### src/rtl/instruction_fetch_unit.sv
// rtl/instruction_fetch_unit.sv - LEGv8 instruction fetch stage with prefetch FIFO
// Issues word reads from the PC, queues returned words and hands them to decode over valid/ready.

module instruction_fetch_unit #(
    parameter int unsigned         PC_WIDTH    = 64,
    parameter int unsigned         IMEM_BYTES  = 4096,
    parameter int unsigned         FIFO_DEPTH  = 4,
    parameter logic [PC_WIDTH-1:0] RESET_PC    = '0,
    parameter logic [10:0]         HALT_OPCODE = 11'h7FF
) (
    input  logic                clk,
    input  logic                reset,
    output logic                imem_req,
    output logic [PC_WIDTH-1:0] imem_addr,
    input  logic [31:0]         imem_rdata,
    input  logic                imem_rvalid,
    output logic                if_valid,
    output logic [31:0]         if_instr,
    output logic [PC_WIDTH-1:0] if_pc,
    input  logic                id_ready,
    input  logic                redirect_valid,
    input  logic [PC_WIDTH-1:0] redirect_target,
    output logic                halted,
    output logic                fault
);

    localparam int unsigned PTR_W = (FIFO_DEPTH > 1) ? $clog2(FIFO_DEPTH) : 1;
    localparam int unsigned CNT_W = PTR_W + 1;
    localparam logic [PC_WIDTH:0] IMEM_LIMIT = (PC_WIDTH+1)'(IMEM_BYTES);
    localparam logic [PC_WIDTH:0] WORD_BYTES = (PC_WIDTH+1)'(4);
    localparam logic [CNT_W:0]    DEPTH_W    = (CNT_W+1)'(FIFO_DEPTH);

    typedef enum logic [1:0] {
        S_RUN    = 2'd0,
        S_HALTED = 2'd1,
        S_FAULT  = 2'd2
    } state_e;

    state_e              state_q, state_d;
    logic [PC_WIDTH-1:0] pc_q, pc_d;
    logic [PC_WIDTH-1:0] issued_addr_q, issued_addr_d;
    logic                inflight_q, inflight_d;
    logic                kill_q, kill_d;
    logic                stop_fetch_q, stop_fetch_d;
    logic                pending_fault_q, pending_fault_d;
    logic [PTR_W-1:0]    rd_ptr_q, rd_ptr_d;
    logic [PTR_W-1:0]    wr_ptr_q, wr_ptr_d;
    logic [CNT_W-1:0]    count_q, count_d;

    logic [31:0]         fifo_instr_q [FIFO_DEPTH];
    logic [PC_WIDTH-1:0] fifo_pc_q    [FIFO_DEPTH];

    logic                in_run;
    logic                redirect;
    logic                rsp_accept;
    logic                rsp_is_halt;
    logic                fifo_push;
    logic                fifo_pop;
    logic                head_valid;
    logic                head_is_halt;
    logic                xfer_halt;
    logic [31:0]         head_instr;
    logic [PC_WIDTH-1:0] head_pc;
    logic [PC_WIDTH:0]   pc_end;
    logic [PC_WIDTH:0]   target_end;
    logic                pc_in_range;
    logic                target_bad;
    logic [CNT_W:0]      occupancy;
    logic                fetch_ok;
    logic                issue;
    logic                range_fault;

    assign in_run      = (state_q == S_RUN);
    assign redirect    = redirect_valid & in_run;
    assign rsp_accept  = imem_rvalid & ~kill_q & in_run;
    assign rsp_is_halt = (imem_rdata[31:21] == HALT_OPCODE);

    assign head_instr   = fifo_instr_q[rd_ptr_q];
    assign head_pc      = fifo_pc_q[rd_ptr_q];
    assign head_valid   = in_run & (count_q != '0);
    assign head_is_halt = (head_instr[31:21] == HALT_OPCODE);
    assign fifo_pop     = head_valid & id_ready;
    assign xfer_halt    = fifo_pop & head_is_halt;
    // A flush in the same cycle discards the arriving word.
    assign fifo_push    = rsp_accept & ~redirect;

    // Range checks carry one extra bit so an address wrap reads as out of range.
    assign pc_end      = {1'b0, pc_q} + WORD_BYTES;
    assign target_end  = {1'b0, redirect_target} + WORD_BYTES;
    assign pc_in_range = (pc_end <= IMEM_LIMIT);
    assign target_bad  = (redirect_target[1:0] != 2'b00) | (target_end > IMEM_LIMIT);

    // Reserving a slot per outstanding read guarantees a response always fits.
    assign occupancy = {1'b0, count_q} + {{CNT_W{1'b0}}, inflight_q};

    // A HALT arriving this cycle already blocks the next request.
    assign fetch_ok = in_run & ~reset & ~stop_fetch_q & ~(rsp_accept & rsp_is_halt)
                    & ~pending_fault_q & ~redirect_valid & (occupancy < DEPTH_W);
    assign issue       = fetch_ok & pc_in_range;
    assign range_fault = fetch_ok & ~pc_in_range;

    assign imem_req  = issue;
    assign imem_addr = issue ? pc_q : '0;
    assign if_valid  = head_valid;
    assign if_instr  = head_valid ? head_instr : '0;
    assign if_pc     = head_valid ? head_pc : '0;
    assign halted    = (state_q == S_HALTED);
    assign fault     = (state_q == S_FAULT);

    always_comb begin
        state_d = state_q;
        case (state_q)
            S_RUN: begin
                if (xfer_halt) begin
                    state_d = S_HALTED;
                end else if (pending_fault_q && (count_q == '0) && !inflight_q && !redirect) begin
                    state_d = S_FAULT;
                end
            end
            S_HALTED: state_d = S_HALTED;
            S_FAULT:  state_d = S_FAULT;
            default:  state_d = S_FAULT;
        endcase
    end

    always_comb begin
        pc_d            = pc_q;
        issued_addr_d   = issued_addr_q;
        inflight_d      = inflight_q;
        kill_d          = kill_q;
        stop_fetch_d    = stop_fetch_q;
        pending_fault_d = pending_fault_q;
        rd_ptr_d        = rd_ptr_q;
        wr_ptr_d        = wr_ptr_q;
        count_d         = count_q;

        if (imem_rvalid) begin
            inflight_d = 1'b0;
            kill_d     = 1'b0;
        end
        if (issue) begin
            inflight_d    = 1'b1;
            issued_addr_d = pc_q;
            pc_d          = pc_q + PC_WIDTH'(4);
        end
        if (range_fault) begin
            pending_fault_d = 1'b1;
        end
        if (fifo_push && rsp_is_halt) begin
            stop_fetch_d = 1'b1;
        end

        if (redirect) begin
            rd_ptr_d        = '0;
            wr_ptr_d        = '0;
            count_d         = '0;
            kill_d          = inflight_q & ~imem_rvalid;
            pc_d            = redirect_target;
            stop_fetch_d    = 1'b0;
            pending_fault_d = target_bad;
        end else begin
            if (fifo_pop) begin
                rd_ptr_d = rd_ptr_q + PTR_W'(1);
            end
            if (fifo_push) begin
                wr_ptr_d = wr_ptr_q + PTR_W'(1);
            end
            count_d = count_q + CNT_W'(fifo_push) - CNT_W'(fifo_pop);
        end
    end

    always_ff @(posedge clk) begin
        if (reset) begin
            state_q         <= S_RUN;
            pc_q            <= RESET_PC;
            issued_addr_q   <= '0;
            inflight_q      <= 1'b0;
            kill_q          <= 1'b0;
            stop_fetch_q    <= 1'b0;
            pending_fault_q <= 1'b0;
            rd_ptr_q        <= '0;
            wr_ptr_q        <= '0;
            count_q         <= '0;
        end else begin
            state_q         <= state_d;
            pc_q            <= pc_d;
            issued_addr_q   <= issued_addr_d;
            inflight_q      <= inflight_d;
            kill_q          <= kill_d;
            stop_fetch_q    <= stop_fetch_d;
            pending_fault_q <= pending_fault_d;
            rd_ptr_q        <= rd_ptr_d;
            wr_ptr_q        <= wr_ptr_d;
            count_q         <= count_d;
        end
    end

    // Storage needs no reset: the head is only visible while count is non-zero.
    always_ff @(posedge clk) begin
        if (fifo_push) begin
            fifo_instr_q[wr_ptr_q] <= imem_rdata;
            fifo_pc_q[wr_ptr_q]    <= issued_addr_q;
        end
    end

endmodule
### config.mk
export PLATFORM = sky130hd
export DESIGN_NAME = instruction_fetch_unit
export DESIGN_NICKNAME = d
export VERILOG_FILES = /design/src/rtl/instruction_fetch_unit.sv
export SDC_FILE = /design/constraint.sdc
export NUM_CORES = 1
export LEC_CHECK = 0
export ABC_AREA = 1
export BUFFER_PORTS_ARGS = -buffer_cell sky130_fd_sc_hd__buf_2
export CORE_ASPECT_RATIO = 0.75
export CORE_MARGIN = 4
export CORE_UTILIZATION = 55
export CTS_CLUSTER_SIZE = 20
export DETAILED_ROUTE_END_ITERATION = 8
export PLACE_DENSITY = 0.85
export REMOVE_ABC_BUFFERS = 1
export SYNTH_ARGS = -nofsm -noshare
export SYNTH_HDL_FRONTEND = slang
export SYNTH_SLANG_ARGS = --single-unit
### constraint.sdc
create_clock -name clk -period 16.9 [get_ports clk]
set_clock_uncertainty 0.2 [all_clocks]
set_input_delay 0 -clock clk [delete_from_list [all_inputs] [get_ports clk]]
set_output_delay 0 -clock clk [all_outputs]
set_load 0.02 [all_outputs]
Word level (Yosys, flattened, before mapping)
Memory sizes are Yosys's and may differ from the RTL's. A register that Yosys moved wholly into a read port is not among the register bits. Cells that the tools add are included.

Bits in registers: 141. RAM bits: 384. Input bits: 101. Output and inout port bits: 164. Logic and storage cells: 89. Memories: 2.

Add/sub/neg operators: 8. $lt $le $gt $ge: 3. Equality and inequality tests: 5. Multiplexer cells: 19. Bitwise logic cells: 27. Reduce and logical (&&, ||, !) cells: 15.

Memory list: fifo_pc_q (words 4, width 64, rd ports 1, clocked after Yosys merged registers in 1, write ports 1, line 51) `logic [PC_WIDTH-1:0] fifo_pc_q [FIFO_DEPTH];`; fifo_instr_q (words 4, width 32, rd ports 1, clocked after Yosys merged registers in 1, write ports 1, line 50) `logic [31:0] fifo_instr_q [FIFO_DEPTH];`.

Operators with widths (count): 64-bit two-way mux (4); 64-bit by 3-bit adder with 65-bit output, second input constant (2); 65-bit by 13-bit greater-than comparator with 1-bit output, second input constant (1); 65-bit by 13-bit <= comparator with 1-bit output, second input constant (1); 64-bit by 3-bit adder with 64-bit output, second input constant (1); 32-bit two-way mux (1); 11-bit == test, second input constant (2); 1-bit bitwise AND (17); 2-bit two-way mux (6); 2-bit nonzero test (5); 1-bit inverter (9); 1-bit two-way mux (7); 2-bit by 1-bit adder with 2-bit output, second input constant (2); 3-bit by 1-bit adder with 4-bit output (1); 1-bit logical AND (4); 4-bit by 3-bit < comparator with 1-bit output, second input constant (1); 2-bit one-hot mux with 2 select lines (1); 3-bit by 1-bit adder with 3-bit output (1); 3-bit zero test (1); 3-bit by 1-bit != test with 1-bit output, second input constant (1); 3-bit nonzero test (1); 3-bit by 1-bit subtractor with 3-bit output (1); 2-bit by 1-bit == test with 1-bit output, second input constant (1); 2-bit == test, second input constant (1); other kinds (4) (5).

Logic depth before layout (Yosys ltp)
Depth in word-level cells: 12. Depth in mapped cells: 22. Depth with buffers taken out: 21.

Worst setup path before layout
OpenSTA, ideal clock, no wires.

Path type: register to register. From: register state_q[1]. To: memory fifo_instr_q[0][0] (enable). Setup time: 0.552 ns. Data arrival time: 5.028 ns. Data required time: 16.148 ns. Path slack: 11.120 ns. Cell stages (with the launch flop): 8. Buffers on the path: 0. Clock period less this slack: 5.780 ns. Cells stage by stage: dfxtp_1 -> nor2_1 -> inv_1 -> nor3_1 -> inv_1 -> nor2_1 -> clkinv_1 -> nor2_1.

Longest elaborated chain between the ends: 6. Elaborated cells on any way between the ends: 7. Those cells by class: 2 x mux; 4 x bitwise; 1 x reduce/logical.

RTL lines: start: declaration (line 39) `state_e state_q, state_d;`; start signal: assignment (line 185) `state_q <= state_d;`; 2-bit zero test * (line 73) `assign in_run = (state_q == S_RUN);`; 1-bit bitwise AND (line 74) `assign redirect = redirect_valid & in_run;`; 1-bit inverter (line 85) `assign fifo_push = rsp_accept & ~redirect;`; 1-bit bitwise AND * (line 85); 1-bit two-way mux * (line 200) `if (fifo_push) begin`; 1-bit two-way mux (implied by the code) * (line 201) `fifo_instr_q[wr_ptr_q] <= imem_rdata;`; end: declaration (line 50).

Mark *: on every way between the ends. The rest lies on a longest branch, timed or not.

Worst setup path in the final report
From: register pc_q[2]. To: output imem_addr[3].

Longest elaborated chain between the ends: 4.

RTL lines: start: declaration (line 40) `logic [PC_WIDTH-1:0] pc_q, pc_d;`; start signal: assignment (line 186) `pc_q <= pc_d;`; 64-bit by 3-bit adder with 65-bit output (line 88) `assign pc_end = {1'b0, pc_q} + WORD_BYTES;`; 65-bit by 13-bit <= comparator with 1-bit output (line 90) `assign pc_in_range = (pc_end <= IMEM_LIMIT);`; 1-bit bitwise AND (line 99) `assign issue = fetch_ok & pc_in_range;`; 64-bit two-way mux (line 103) `assign imem_addr = issue ? pc_q : '0;`; end: declaration (line 14) `output logic [PC_WIDTH-1:0] imem_addr,`.

No other way between the ends.

==> summary.md <==
| Metric | Value |
|---|---|
| Worst-Skew Late Latency | 590 ps |
| Synth Register Bits | 527 |
| Leakage power total | 11.2 nW |
| Vias in the first global route | 20200 |
| Kind of critical path | register to primary output |
| Cell Area, Synth | 24900 µm² |
| Worst path max stage delay | 620 ps |
| Total core area | 44700 µm² |
| Minimum clock period | 4890 ps |
| Worst hold path class | primary input to register |
| Unique masters post-synth | 39 |
| Crit end category | primary output |
| Synth warnings | 0 |
| Fin crit share | 29.0% |
| Max cap viols | 0 |
| Peak VDD IR | 0.0691 mV |
| Cts bufs inserted | 49 |
| RSZ-0062 raised after global routing | no |
| ANT nets after route | 0 |
| Sw Pwr | 0.719 mW |
| Top Family by Delay on Critical Path | simple AND/OR/NAND/NOR gates |
| WL/cell | 18.5 µm |
| Cells after Synth | 2881 |
| Met1 Use GR | 38.0% |
| Initial Util | 55.7% |
| Worst Tran Pin Value | 1060 ps |
| Total Wirelength | 70400 µm |
| CTS tree | yes |
| Clk pwr share | 37.1% |
| Setup violators final | 0 |
| P&R area growth vs syn | 16.7% |
| Status | finished, final reports clean |
| Worst setup SP type | register |
| Worst reg-to-reg path cell count | 20 |
| Required @ worst endpoint | 16700 ps |
| Internal power | 2.08 mW |
| Comb pwr share | 11.7% |
| Sequential Power Share | 51.3% |
| Initial antenna violation count | 6 |
| Slew Viols, Final | 0 |
| Via density | 5.60 |
| Crit path DAT | 4690 ps |
| Rows | 67 |
| Largest net degree at the start of global routing | 115 |
| GRT overflow | 0 |
| Post-synth EDFFs | 384 |
| Syn_area_per_cell | 8.64 µm² |
| CTS clk-pin slew, worst paths | 60 ps |
| Clock Path Buffers | 3 |
| Ports | 265 |
| Reg2Reg Capture Point | pc_q[7] |
| Crit path max fanout | 70 |
| Layout Utilization | 65.0% |
| Die area | 48800 µm² |
| H-tree depth | 2 |
| Final hold vios | 0 |
| GR peak layer | met2 |
| GRT met3 Usage | 6.04% |
| Post-synth top flop | edfxtp_1 |
| Fmax | 204 MHz |
| Sum Neg Setup Slack | 0 ps |
| Pwr Total | 2.80 mW |
| M2 GR Usage | 45.3% |
| Hold_sp | imem_rdata[25] |
| Gp weighted congestion | 1.00 |
| PD cells | 96.4 nW/µm² |
| Worst hold endpoint | fifo_instr_q[1][25] |
| CP Buf/Inv Count | 5 |
| Switching Share | 25.7% |
| CP dominant cell by count | nand2_1 |
| DRC viols | 0 |
| Final HPWL DP | 44400 µm |
| Pre-Repair DR Iteration Count | 6 |
| Total Routing Usage GR | 27.9% |
| Via count | 21300 |
| Setup slack, reg-to-reg | 12510 ps |
| First-pass GRT wire length | 108000 µm |
| Register area share after synthesis | 57.8% |
| Synth async-reset ratio | 0% |
| Reg2reg start | pc_q[2] |
| Max-Slew Margin vs Limit | 29.6% |
| Crit-path cells | ha_1, nand2_1, nor2_4, nand3_1, inv_1, nand2_1, nand2_1, inv_1, nor2_1, nand3_1, nor2_1, nand2_1, nor2_1, nand2_1, nand2_1, nand3_4, inv_2, nand2_1, inv_1, buf_2 |
| Critical-path top delay cell | nand3_4 |
| Chip height | 192 µm |
| Share of layout cells above drive strength 1 | 10.3% |
| Port Buffer Count | 213 |
| Root Buffer | clkbuf_16 |
| 1st-iter DRT viols | 2518 |
| # clock sinks | 527 |
| Fin nets | 3285 |
| Die Span X | 254 µm |
| Crit path from | pc_q[2] |
| Hold path depth | 2 |
-- routing by layer --
layer / share of wire [%] / wire (µm) / vias to the layer above
met1: 40 / 27900 / 9790
met5: 0 / 0 / -
li1: - / - / 10100
met2: 46 / 32500 / 1264
met3: 11 / 7780 / 179
met4: 3.1 / 2180 / 0
-- cells in the mapped netlist, types with 43 or more instances --
cell type,instances,share of area [%]
a21oi_1,175,3.5
buf_4,53,1.6
clkbuf_1,84,1.3
dfxtp_1,143,11
edfxtp_1,384,46
inv_1,176,2.7
nand2_1,573,8.6
nand3_1,165,3.3
nand4_1,47,1.2
nor2_1,673,10
nor3_1,43,0.86
o21ai_0,208,4.2
-- power groups by stage --
| stage | Clock, mW | Sequential, mW | Combinational [mW] |
|---|---|---|---|
| floorplan | 0 | 1.46 | 0.179 |
| global placement | 0 | 1.46 | 0.285 |
| detailed placement | 0 | 1.46 | 0.290 |
| CTS | 1.04 | 1.43 | 0.319 |
| global route | 1.10 | 1.44 | 0.355 |
| finish | 1.04 | 1.43 | 0.326 |
-- logic make-up (layout without fill, tap and decap cells) --
family	after synthesis	count (layout)	share of synthesized area, %
adder cells (fa/ha/maj)	9	9	0.482
flip-flops	527	527	57.8
XOR/XNOR	38	38	1.34
AND/OR/NAND/NOR	1545	1545	25.5
AO/OA/AOI/OAI	405	405	8.39
other	1	57	0.0151
buffers and inverters	356	640	6.46
-- sequential cells by signal, summed over array words and instances, names as in the netlist, named ones only --
register and flops:
stop_fetch_q 1, kill_q 1, rd_ptr_q 2, count_q 3
state_q 2, inflight_q 1, pc_q 64, fifo_instr_q 128
issued_addr_q 64, wr_ptr_q 2, fifo_pc_q 256, pending_fault_q 1
-- layout make-up --
cell class / count / area (µm²)
diodes: 6 / 15.0
clock buffers: 80 / 1400
clock inverters: 11 / 106
fillers: 3423 / 15600
inverters: 181 / 684
multi-input cells: 2048 / 9130
flip-flops and latches: 527 / 14400
well taps: 586 / 733
repair buffers: 368 / 2570
-- layout by cell type (no fill, tap or decap), types with 20 or more instances in the layout --
cell type / synthesis / final
a21oi_1: 175 / 175
dfxtp_1: 143 / 141
nor3_1: 43 / 43
clkbuf_16: 0 / 49
nand3_1: 165 / 165
nand4_1: 47 / 47
edfxtp_1: 384 / 384
buf_4: 53 / 20
nand2_1: 573 / 573
inv_1: 176 / 173
xor2_1: 21 / 21
nor2_1: 673 / 668
dlygate4sd3_1: 0 / 136
buf_2: 10 / 212
clkbuf_1: 84 / 25
o21ai_0: 208 / 208
conb_1: 1 / 51
-- through the flow --
stage	worst slack (ps)	std cells	cell area (µm²)	hold WS, ps
finish	12010	3807	29000	15.1
global route	11630	3807	29000	10.6
CTS	12040	3801	29000	0.761
detailed placement	12590	3574	26200	15.0
global placement	12670	3574	26200	11.7
floorplan	8740	2756	24200	-131
-- repair_timing --
item,CTS,global route
setup buffers,0,0
endpoints found under the hold margin,254,0
endpoints found under the setup margin,0,0
gates resized for setup,0,0
hold buffers,136,0
-- worst max path at each step --
stage                              end  slack, ps  cells after the start
after floorplan             state_q[1]       8740                      8
after global placement         pc_q[4]      12670                     20
after detailed placement       pc_q[3]      12590                     20
after CTS                 imem_addr[4]      12040                     20
after global routing      imem_addr[3]      11630                     20
final                     imem_addr[3]      12010                     20
Power figures use the tool's default switching activity.
